File: src/rtl/instruction_decoder_if.sv
// rtl/instruction_decoder_if.sv - instruction decoder bus between program memory, sequencer and datapath
//
// Purpose: bundles the instruction-side inputs and the decoded control outputs
// of instruction_decoder so they can be passed as one port.
// Ports (signals):
//   ir[7:0], pc_big[9:0], alu_zero          instruction/datapath side -> decoder
//   jmp, jmp_nz, dont_jmp, jmp_addr[3:0],
//   jmp_addr_big[9:0], reg_en[7:0],
//   src_sel[3:0], imm[3:0], alu_func[3:0],
//   armed                                   decoder -> sequencer/datapath
// Modports: master drives the instruction side, slave is the decoder.
interface instruction_decoder_if;
   logic [7:0] ir;
   logic [9:0] pc_big;
   logic       alu_zero;
   logic       jmp;
   logic       jmp_nz;
   logic       dont_jmp;
   logic [3:0] jmp_addr;
   logic [9:0] jmp_addr_big;
   logic [7:0] reg_en;
   logic [3:0] src_sel;
   logic [3:0] imm;
   logic [3:0] alu_func;
   logic       armed;

   modport master (
      output ir, pc_big, alu_zero,
      input  jmp, jmp_nz, dont_jmp, jmp_addr, jmp_addr_big,
             reg_en, src_sel, imm, alu_func, armed
   );

   modport slave (
      input  ir, pc_big, alu_zero,
      output jmp, jmp_nz, dont_jmp, jmp_addr, jmp_addr_big,
             reg_en, src_sel, imm, alu_func, armed
   );
endinterface

File: src/rtl/instruction_decoder.sv
// rtl/instruction_decoder.sv - 8-bit ISA decoder with zero flag and page-prefix FSM
//
// Purpose: decodes the current instruction combinationally into jump,
// register-file and ALU controls; keeps the zero flag and a page-prefix FSM
// that forms the 10-bit jump target.
// Ports:
//   clk         in   system clock, rising edge
//   sync_reset  in   synchronous active-high reset
//   bus         slave modport of instruction_decoder_if (see that file)
module instruction_decoder (
   input logic                   clk,
   input logic                   sync_reset,
   instruction_decoder_if.slave  bus
);

   typedef enum logic {NORMAL = 1'b0, ARMED = 1'b1} page_state_t;

   page_state_t state, state_nxt;
   logic [5:0]  pend_page, pend_page_nxt;
   logic        zflag, zflag_nxt;

   logic       dec_jmp, dec_jmp_nz;
   logic [7:0] dec_reg_en;
   logic [3:0] dec_src_sel;

   // Instruction decode; reset only masks the action outputs.
   always_comb begin
      dec_jmp     = 1'b0;
      dec_jmp_nz  = 1'b0;
      dec_reg_en  = 8'h00;
      dec_src_sel = 4'd0;
      if (!bus.ir[7]) begin
         dec_reg_en[bus.ir[6:4]] = 1'b1;
         dec_src_sel             = 4'd8;
      end else if (!bus.ir[6]) begin
         // MOV with dst == src is the NOP encoding
         if (bus.ir[5:3] != bus.ir[2:0])
            dec_reg_en[bus.ir[5:3]] = 1'b1;
         dec_src_sel = {1'b0, bus.ir[2:0]};
      end else begin
         case (bus.ir[5:4])
            2'b00: begin
               dec_reg_en[0] = 1'b1;
               dec_src_sel   = 4'd9;
            end
            2'b10:   dec_jmp    = 1'b1;
            2'b11:   dec_jmp_nz = 1'b1;
            default: ;
         endcase
      end
   end

   // Next-state for the page FSM, pending page and zero flag.
   always_comb begin
      state_nxt     = state;
      pend_page_nxt = pend_page;
      zflag_nxt     = zflag;
      if (sync_reset) begin
         state_nxt     = NORMAL;
         pend_page_nxt = 6'd0;
         zflag_nxt     = 1'b0;
      end else if (bus.ir[7:4] == 4'b1100) begin
         zflag_nxt = bus.alu_zero;
      end else if (bus.ir[7:4] == 4'b1101) begin
         state_nxt = ARMED;
         if (bus.ir[3])
            pend_page_nxt[5:3] = bus.ir[2:0];
         else
            pend_page_nxt[2:0] = bus.ir[2:0];
      end else if (bus.ir[7:5] == 3'b111) begin
         // any JMP/JNZ consumes the prefix, taken or not
         state_nxt = NORMAL;
      end
   end

   always_ff @(posedge clk) begin
      state     <= state_nxt;
      pend_page <= pend_page_nxt;
      zflag     <= zflag_nxt;
   end

   assign bus.jmp          = dec_jmp & ~sync_reset;
   assign bus.jmp_nz       = dec_jmp_nz & ~sync_reset;
   assign bus.reg_en       = sync_reset ? 8'h00 : dec_reg_en;
   assign bus.src_sel      = dec_src_sel;
   assign bus.dont_jmp     = zflag;
   assign bus.jmp_addr     = bus.ir[3:0];
   assign bus.imm          = bus.ir[3:0];
   assign bus.alu_func     = bus.ir[3:0];
   assign bus.armed        = (state == ARMED);
   assign bus.jmp_addr_big = (state == ARMED) ? {pend_page, bus.ir[3:0]}
                                              : {bus.pc_big[9:4], bus.ir[3:0]};

endmodule

File: src/flat_wrapper.sv
// flat-port wrapper written by rule: the top's interface ports become plain ports
module instruction_decoder_flat 
  (clk, sync_reset, bus_ir, bus_pc_big, bus_alu_zero, bus_jmp, bus_jmp_nz, bus_dont_jmp, bus_jmp_addr, bus_jmp_addr_big, bus_reg_en, bus_src_sel, bus_imm, bus_alu_func, bus_armed);
  instruction_decoder_if bus_i ();
  input logic clk;
  input logic sync_reset;
  input wire logic [$bits(bus_i.ir)-1:0] bus_ir;
  input wire logic [$bits(bus_i.pc_big)-1:0] bus_pc_big;
  input wire logic [$bits(bus_i.alu_zero)-1:0] bus_alu_zero;
  output wire logic [$bits(bus_i.jmp)-1:0] bus_jmp;
  output wire logic [$bits(bus_i.jmp_nz)-1:0] bus_jmp_nz;
  output wire logic [$bits(bus_i.dont_jmp)-1:0] bus_dont_jmp;
  output wire logic [$bits(bus_i.jmp_addr)-1:0] bus_jmp_addr;
  output wire logic [$bits(bus_i.jmp_addr_big)-1:0] bus_jmp_addr_big;
  output wire logic [$bits(bus_i.reg_en)-1:0] bus_reg_en;
  output wire logic [$bits(bus_i.src_sel)-1:0] bus_src_sel;
  output wire logic [$bits(bus_i.imm)-1:0] bus_imm;
  output wire logic [$bits(bus_i.alu_func)-1:0] bus_alu_func;
  output wire logic [$bits(bus_i.armed)-1:0] bus_armed;
  assign bus_i.ir = bus_ir;
  assign bus_i.pc_big = bus_pc_big;
  assign bus_i.alu_zero = bus_alu_zero;
  assign bus_jmp = bus_i.jmp;
  assign bus_jmp_nz = bus_i.jmp_nz;
  assign bus_dont_jmp = bus_i.dont_jmp;
  assign bus_jmp_addr = bus_i.jmp_addr;
  assign bus_jmp_addr_big = bus_i.jmp_addr_big;
  assign bus_reg_en = bus_i.reg_en;
  assign bus_src_sel = bus_i.src_sel;
  assign bus_imm = bus_i.imm;
  assign bus_alu_func = bus_i.alu_func;
  assign bus_armed = bus_i.armed;
  instruction_decoder u_core (.clk(clk), .sync_reset(sync_reset), .bus(bus_i));
endmodule
File: config.mk
export PLATFORM = sky130hd
export DESIGN_NAME = instruction_decoder_flat
export DESIGN_NICKNAME = d
export VERILOG_FILES = /design/src/rtl/instruction_decoder_if.sv /design/src/rtl/instruction_decoder.sv /design/src/flat_wrapper.sv
export SDC_FILE = /design/constraint.sdc
export NUM_CORES = 1
export LEC_CHECK = 0
export ABC_AREA = 1
export CAP_MARGIN = 20
export CORE_MARGIN = 4
export CORE_UTILIZATION = 30
export CTS_CLUSTER_SIZE = 14
export DETAILED_ROUTE_END_ITERATION = 10
export PLACE_DENSITY = 0.79
export SYNTH_ARGS = -nofsm -noshare
export SYNTH_HDL_FRONTEND = slang
export SYNTH_SLANG_ARGS = --single-unit
export TNS_END_PERCENT = 100
File: constraint.sdc
create_clock -name clk -period 1.8 [get_ports clk]
set_input_delay 0.36 -clock clk [delete_from_list [all_inputs] [get_ports clk]]
set_output_delay 0.36 -clock clk [all_outputs]
set_load 0.02 [all_outputs]
### Word level (Yosys, flattened, before mapping)

Cells that the tools add are included.

* register bits after elaboration: 8
* bits of input ports: 21
* logic and storage cells: 48

* magnitude comparators: 4
* equality and inequality tests: 6
* mux-type cells: 22
* bitwise logic cells: 5
* reduce and logical (&&, ||, !) cells: 7

Operators by type and width (count)
* $mux 8: 3
* $mux 1: 12
* $mux 4: 3
* $mux 10: 1
* $eq 4x4->1 const B: 2
* $lt 3x4->1 const B: 2
* $mux 7: 1
* $demux 1 s3: 2
* $ge 3x1->1 const B: 2
* $reduce_and 3->1: 2
* $eq 2x2->1 const B: 2
* $eq 3x3->1 const B: 1
* $ne 3x3->1: 1
* $not 1->1: 3
* $and 1x1->1: 2
* $logic_and 1x1->1: 2
* $logic_not 2->1: 1
* $reduce_and 2->1: 1
* $reduce_bool 2->1: 1

### Longest topological paths before layout

Gate-level depths: netlist (run 1).

* depth after elaboration: 8
* depth in mapped cells: 7

### Worst setup path before layout (run 1)

OpenSTA, ideal clock, no wires.

* path type: input to output
* start point: input bus_ir[3]
* end point: output bus_reg_en[0]
* arrival: 1.249 ns
* slack: 0.191 ns
* stages: 7
* path buffers: 1
* cells stage by stage: buf_4 > inv_2 > nand2_1 > nand2_1 > nand3_2 > nand2_1 > a21oi_1

* cells in the longest elaborated chain, start to end: 8

RTL lines
* start, declared: line flat_wrapper.sv:7 `input wire logic [$bits(bus_i.ir)-1:0] bus_ir;`
* $lt 3x4->1 (not written as such) / $ge 3x1->1 (equally long branches): line instruction_decoder.sv:38 `dec_reg_en[bus.ir[5:3]] = 1'b1;`
* $logic_and 1x1->1 (not written as such): line instruction_decoder.sv:38
* $mux 1 (not written as such): line instruction_decoder.sv:38
* $demux 1 s3
* $mux 8 *: line instruction_decoder.sv:37 `if (bus.ir[5:3] != bus.ir[2:0])`
* $mux 1 *: line instruction_decoder.sv:35 `end else if (!bus.ir[6]) begin`
* $mux 8 *: line instruction_decoder.sv:32 `if (!bus.ir[7]) begin`
* $mux 8 *: line instruction_decoder.sv:84 `assign bus.reg_en = sync_reset ? 8'h00 : dec_reg_en;`
* end, declared: line flat_wrapper.sv:15 `output wire logic [$bits(bus_i.reg_en)-1:0] bus_reg_en;`

Mark *: on every way between the ends. The rest lies on a longest branch, timed or not.

### Worst setup path in the final report (run 1)

* start point: input bus_ir[5]
* end point: output bus_src_sel[3]

* cells in the longest elaborated chain, start to end: 4

RTL lines
* $logic_not 2->1: line instruction_decoder.sv:41 `case (bus.ir[5:4])`
* $mux 4: line instruction_decoder.sv:41
* $mux 4: line instruction_decoder.sv:35
* $mux 4: line instruction_decoder.sv:32
* end, declared: line flat_wrapper.sv:16 `output wire logic [$bits(bus_i.src_sel)-1:0] bus_src_sel;`

Every way passes these cells.

==> summary.md, run 1 <==
| Metric | Value |
|---|---|
| Root buf cell | `clkbuf_4` |
| Port bufs | `54` |
| Syn_area_per_cell | `around 6.3 sq um` |
| Final hold vios | `0` |
| Area after DPL | `1500 sq um` |
| H-tree levels | `1` |
| Period minus WS final | `approximately 1.8 ns` |
| Critical Path End Type | `output port` |
| HP Class | `register to register` |
| Comb pwr share | `between 40% and 50%` |
| Share of cells above drive strength 1 | `a little over a third` |
| Clock power frac | `a little over a fifth` |
| Pwr Total | `about 640 uW` |
| Clock sink count | `8` |
| Final Instance Area | `1520 sq um` |
| Crit path required time | `approximately 1.4 ns` |
| Number of global-route vias before repair | `~1,000` |
| Global placement routability congestion | `roughly 0.86` |
| Yosys warns | `0` |
| Worst Hold Depth | `2` |
| Routed len/inst | `around 11 um` |
| Post-synthesis sequential area ratio | `between 15 and 20%` |
| FP Rows | `19` |
| R2r startpoint | `u_core.bus.armed` |
| Reg-to-reg endpoint | `u_core.bus.armed` |
| Slew HR | `a little under nine tenths` |
| Critical path, cell by cell | `clkdlybuf4s15_2 > nor2_2 > buf_4 > a21oi_1 > inv_1 > dlygate4sd2_1` |
| Worst-skew pair later-pin latency | `0.26 ns` |
| Setup Total Neg Slack | `0 ns` |
| Fin crit share | `98.8%` |
| Initial core utilization | `a little under a third` |
| Hold Slack | `roughly 0.46 ns` |
| Internal power | `roughly 400 uW` |
| Arrival @ worst endpoint | `1.42 ns` |
| MaxCap Viol Count | `0` |
| #FFs+latches synth | `8` |
| Syn_nets | `160` |
| Initial antenna violation count | `0` |
| Run status | `finished, final reports clean` |
| Fmax | `about 560 MHz` |
| Switching Share | `~37%` |
| Worst path max stage delay | `between 0.3 and 0.4 ns` |
| IO Pins | `59` |
| Critical path fanouts, max | `6` |
| Ant. Diodes | `0` |
| Fin nets | `~220` |
| Die Span X | `61.8 um` |
| Worst vdd ir | `0.416 mV` |
| Slew Limit Fails | `0` |
| Setup Skew | `0 ns` |
| Hold_sp | `u_core.pend_page[0]` |
| Cell area power density | `between 400 and 500 nW/um^2` |
| Clock transition at path regs | `approximately 0.050 ns` |
| First-pass GRT wire length | `4130 um` |
| Hold endpoint | `u_core.pend_page[0]` |
| Startpoint Class | `input pin` |
| Initial DRC Count | `26` |
| Setup violators final | `0` |
| Synth Instances | `139` |
| Pre-CTS setup slack | `-0.714 ns` |
| Clock buffer depth | `2` |
| Post-detail-place hpwl | `approximately 2100 um` |
| Largest net degree at the start of global routing | `11` |
| DIE AREA | `between 3000 and 4000 sq um` |
| Post-Route WL | `approximately 2600 um` |
| Leakage | `0.000715 uW` |
| Fill cells | `~280` |
| Overflow left after global routing | `0` |
| Synth cell types | `23` |
| Routed Antenna Nets | `0` |
| Worst setup margin | `a little over 0.02 ns` |
| Most frequent cells in the layout | `30 x nand2_1, 28 x buf_4, 24 x clkdlybuf4s50_1` |
| Hold-fix buffer count after cts | `0` |
| Worst setup path class | `input pin to output port` |
| Area grow syn2layout | `74.7%` |
| Worst r2r path cells | `2` |
| DRC Markers | `0` |
| Most common cell after layout, fill and taps aside | `nand2_1` |
| Tightest Pin Transition | `between 0.2 and 0.25 ns` |
| DR vias | `1,074` |
| All-Layer GR Usage | `about 14%` |
| Core area | `2760 sq um` |
| CTS buffer count | `3` |
| Share of total power in sequential cells | `between 20% and 30%` |
| Flop2flop setup slack | `approximately 1 ns` |
| Sw power | `237 uW` |
| 1st-pass router iterations | `4` |
| TritonCTS clock tree | `built` |
| Vias per cell | `4.63` |
| Crit-path slowest cell | `dlygate4sd2_1` |
| Die Ht | `61.8 um` |
| Post-Syn Area | `870 sq um` |
-- final cells by class --
cell class	instances	area (sq um)	area share [%]
inverter	18	70.1	4.61
timing repair buffer	79	683	45.0
sequential	8	161	10.6
multi-input combinational	93	543	35.7
tap	31	38.8	2.55
clock buffer	3	22.5	1.48
-- Yosys cell counts, drive strengths merged --
master   n  area [sq um]
nor3     8          50.1
a21oi   18          93.8
clkbuf   1          3.75
inv     18          67.6
dfxtp    8           160
nand3    7          40.0
a31oi    3          18.8
mux2     4          45.0
o21ai    5          25.0
nor2    10          61.3
nand2   37           159
buf     19           138
o31ai    1          7.51
-- stage by stage --
stage / utilization, % / cells
global placement: 54.2 / 229
global route: 55.1 / 232
CTS: 54.1 / 232
finish: 55.1 / 232
floorplan: - / 139
detailed placement: 54.2 / 229
-- kinds of logic (layout without fill, tap and decap cells) --
| logic type | after synthesis | after routing | share of synthesized area (%) |
|---|---|---|---|
| AND/OR/NAND/NOR | 62 | 62 | 35.7 |
| buffers and inverters | 38 | 100 | 24.0 |
| AO/OA/AOI/OAI | 27 | 27 | 16.7 |
| flip-flops | 8 | 8 | 18.4 |
| multiplexers | 4 | 4 | 5.18 |
-- layer usage --
layer / up-vias / GRT usage [%] / part of all wire [%]
met4: 0 / 1.82 / 0.34
met5: - / 0 / 0
met2: 43 / 23.9 / 46
met3: 2 / 3.93 / 8.2
li1: 559 / - / -
met1: 470 / 17.8 / 45
-- worst max-delay path, delay by kind of cell --
family	cells	cell delay (ns)
compound gates	1	0.20
simple gates	1	0.08
buf+inv	4	0.77
-- worst max-delay path by stage --
| stage | from | to | slack [ns] | cells past startpoint |
|---|---|---|---|---|
| CTS | bus_ir[4] | bus_reg_en[6] | 0.005 | 8 |
| floorplan | bus_ir[3] | bus_reg_en[0] | 0.19 | 7 |
| global placement | bus_ir[3] | bus_reg_en[5] | -0.69 | 8 |
| detailed placement | bus_ir[5] | bus_reg_en[3] | -0.71 | 9 |
| finish | bus_ir[5] | bus_src_sel[3] | 0.02 | 6 |
| global route | bus_ir[5] | bus_src_sel[3] | -0.00008 | 6 |
-- registers in the layout (all words and copies together), names as in the netlist --
name / count
u_core.pend_page: 6
u_core.bus.armed: 1
u_core.bus.dont_jmp: 1
-- what timing repair did --
item	4_1_cts	5_1_grt
resized for setup	74	22
pin swaps	1	3
setup buffers	0	0
setup endpoints to repair	37	11
gates cloned	0	0
-- power by group through the flow --
stage                     clock [uW]  sequential [uW]  combinational [uW]
after floorplan                    0              187                 170
after global placement             0              187                 324
after detailed placement           0              187                 327
after CTS                        143              184                 311
after global routing             151              184                 345
final                            139              184                 319
(Power assumes the default switching activity.)
==> run 2, diff against run 1 <==
- clock period: 1.8 -> 2.3 ns (I/O delays scaled with it)
==> run 2 against run 1 <==
Effect of this change: global-route usage is 0.74 points higher; sequential share of layout area about the same; first-iteration DRC count rose by 31%; critical path type unchanged; highest routed layer unchanged.
==> summary.md, run 2 (synthesized netlist as in run 1, its figures left out) <==
| Metric | Value |
|---|---|
| R2r startpoint | `u_core.bus.armed` |
| Reg with most FFs | `u_core.pend_page` |
| Worst r2r path cells | `2` |
| Vias per cell | `roughly 4.8` |
| IO Pins | `59` |
| Hold-fix buffer count after cts | `0` |
| Fin nets | `around 220` |
| Global placement routability congestion | `0.847` |
| Die Span X | `slightly above 60 um` |
| Worst setup margin | `~0.086 ns` |
| Fmax | `approximately 450 MHz` |
| FP Rows | `19` |
| Root buf cell | `clkbuf_4` |
| Setup crit start | `bus_ir[0]` |
| Slew Limit Fails | `0` |
| Tightest Pin Transition | `about 0.38 ns` |
| Flop2flop setup slack | `~1.4 ns` |
| Final core area utilization | `between 50% and 60%` |
| Worst path max stage delay | `roughly 0.52 ns` |
| Period minus WS final | `2.21 ns` |
| Ant. Diodes | `0` |
| H-tree levels | `1` |
| Most frequent cells in the layout | `37 x clkdlybuf4s50_1, 33 x nand2_1, 26 x buf_4` |
| Met1 WL | `roughly 1100 um` |
| Largest net degree at the start of global routing | `15` |
| Setup Skew | `0 ns` |
| Startpoint Class | `input pin` |
| All-Layer GR Usage | `between 10% and 20%` |
| Fill cells | `272` |
| Hold_sp | `u_core.pend_page[4]` |
| DIE AREA | `3820 sq um` |
| HP Class | `register to register` |
| Post-Route WL | `between 2000 and 3000 um` |
| Clock sink count | `8` |
| Routed wl met3 | `between 200 and 250 um` |
| Post-detail-place hpwl | `2130 um` |
| Core area | `2760 sq um` |
| Slew HR | `between 70% and 80%` |
| Crit-path slowest cell | `clkdlybuf4s50_1` |
| Pre-CTS setup slack | `-0.409 ns` |
| Final hold vios | `0` |
| Clock buffer depth | `2` |
| Arrival @ worst endpoint | `1.75 ns` |
| Met2 wire length | `approximately 1300 um` |
| Fin crit share | `96.3%` |
| Port bufs | `54` |
| First-pass GRT wire length | `4310 um` |
| Worst setup path endpoint | `bus_src_sel[0]` |
| Initial core utilization | `31.5%` |
| Max FFs per register | `6` |
| RSZ-0062 raised after global routing | `no` |
| Share of cells above drive strength 1 | `27.0%` |
| Clock transition at path regs | `about 0.050 ns` |
| Leakage | `between 0.0007 and 0.0008 uW` |
| Die Ht | `about 60 um` |
| Run status | `finished, final reports clean` |
| Crit path required time | `between 1.5 and 2 ns` |
| Cell area power density | `333 nW/um^2` |
| Worst vdd ir | `~0.33 mV` |
| Critical Path End Type | `output port` |
| MaxCap Viol Count | `0` |
| Setup violators final | `0` |
| Area grow syn2layout | `72.8%` |
| DRC Markers | `0` |
| Critical path fanouts, max | `3` |
| Critical path, cell by cell | `clkdlybuf4s50_1 > inv_1 > buf_4 > o31ai_1 > dlygate4sd2_1` |
| Most common cell after layout, fill and taps aside | `clkdlybuf4s50_1` |
| TritonCTS clock tree | `built` |
| Routed Antenna Nets | `0` |
| Uppermost layer routed | `met4` |
| DR vias | `about 1,100` |
| CTS buffer count | `3` |
| Number of global-route vias before repair | `1,017` |
| 1st-pass router iterations | `4` |
| Reg-to-reg endpoint | `u_core.bus.armed` |
| Overflow left after global routing | `0` |
| Initial antenna violation count | `0` |
| Initial DRC Count | `34` |
| Routed len/inst | `between 10 and 15 um` |
| Worst-skew pair later-pin latency | `roughly 0.25 ns` |
| Worst setup path class | `input pin to output port` |
==> run 2: changes by cell type in the layout (fill, tap and decap cells not counted), sizes merged <==
cell           delta
clkdlybuf4s15     -4
buf               -2
clkdlybuf4s50    +13
dlymetal6s2s      +1
dlygate4sd2       -7
clkbuf            -2
==> run 2: how the worst min path moves through the flow <==
stage / end / slack (ns) / cells after the start
detailed placement: u_core.pend_page[1] / 0.45 / 2
floorplan: u_core.pend_page[0] / 0.43 / 2
global route: u_core.pend_page[5] / 0.48 / 2
CTS: u_core.pend_page[4] / 0.46 / 2
finish: u_core.pend_page[4] / 0.45 / 2
global placement: u_core.pend_page[1] / 0.45 / 2
==> run 2: layout make-up <==
class	instances	area [sq um]	share of cell area, %
timing repair buffer	78	699	46.5
inverter	18	67.6	4.50
sequential	8	160	10.7
clock buffer	3	22.5	1.50
multi-input combinational	93	514	34.2
tap	31	38.8	2.58
==> run 2: critical path, delay by kind of cell <==
family                 cells  cell delay, ns
AOI/OAI and AO/OA          1            0.21
buffers and inverters      4            1.09
==> run 2: where the power goes <==
part | switching [uW] | internal, uW | total, uW
combinational | 130 | 122 | 252
clock | 45.7 | 59.6 | 105
sequential | 2.56 | 141 | 144
total | 178 | 323 | 501
==> run 2: per-stage QoR <==
| stage | instance area (sq um) | total power, uW | setup TNS [ns] | cells | hold slack [ns] |
|---|---|---|---|---|---|
| after floorplan | 870 | 279 | 0 | 139 | 0.430 |
| after global placement | 1500 | 402 | -4.34 | 228 | 0.450 |
| after detailed placement | 1500 | 404 | -4.40 | 228 | 0.452 |
| after CTS | 1480 | 503 | 0 | 231 | 0.460 |
| after global routing | 1500 | 538 | 0 | 231 | 0.480 |
| final | 1500 | 501 | 0 | 231 | 0.455 |
==> run 2: per-layer routing <==
| layer | track usage [%] | vias up |
|---|---|---|
| met1 | 19.2 | 504 |
| li1 | - | 558 |
| met4 | 3.64 | 0 |
| met3 | 3.10 | 2 |
| met5 | 0 | - |
| met2 | 24.5 | 42 |
==> run 2: timing repair <==
item / in CTS / in global routing
gates cloned: 0 / 0
buffers inserted: 0 / 0
gates resized for setup: 42 / 7
setup endpoints to repair: 14 / 6
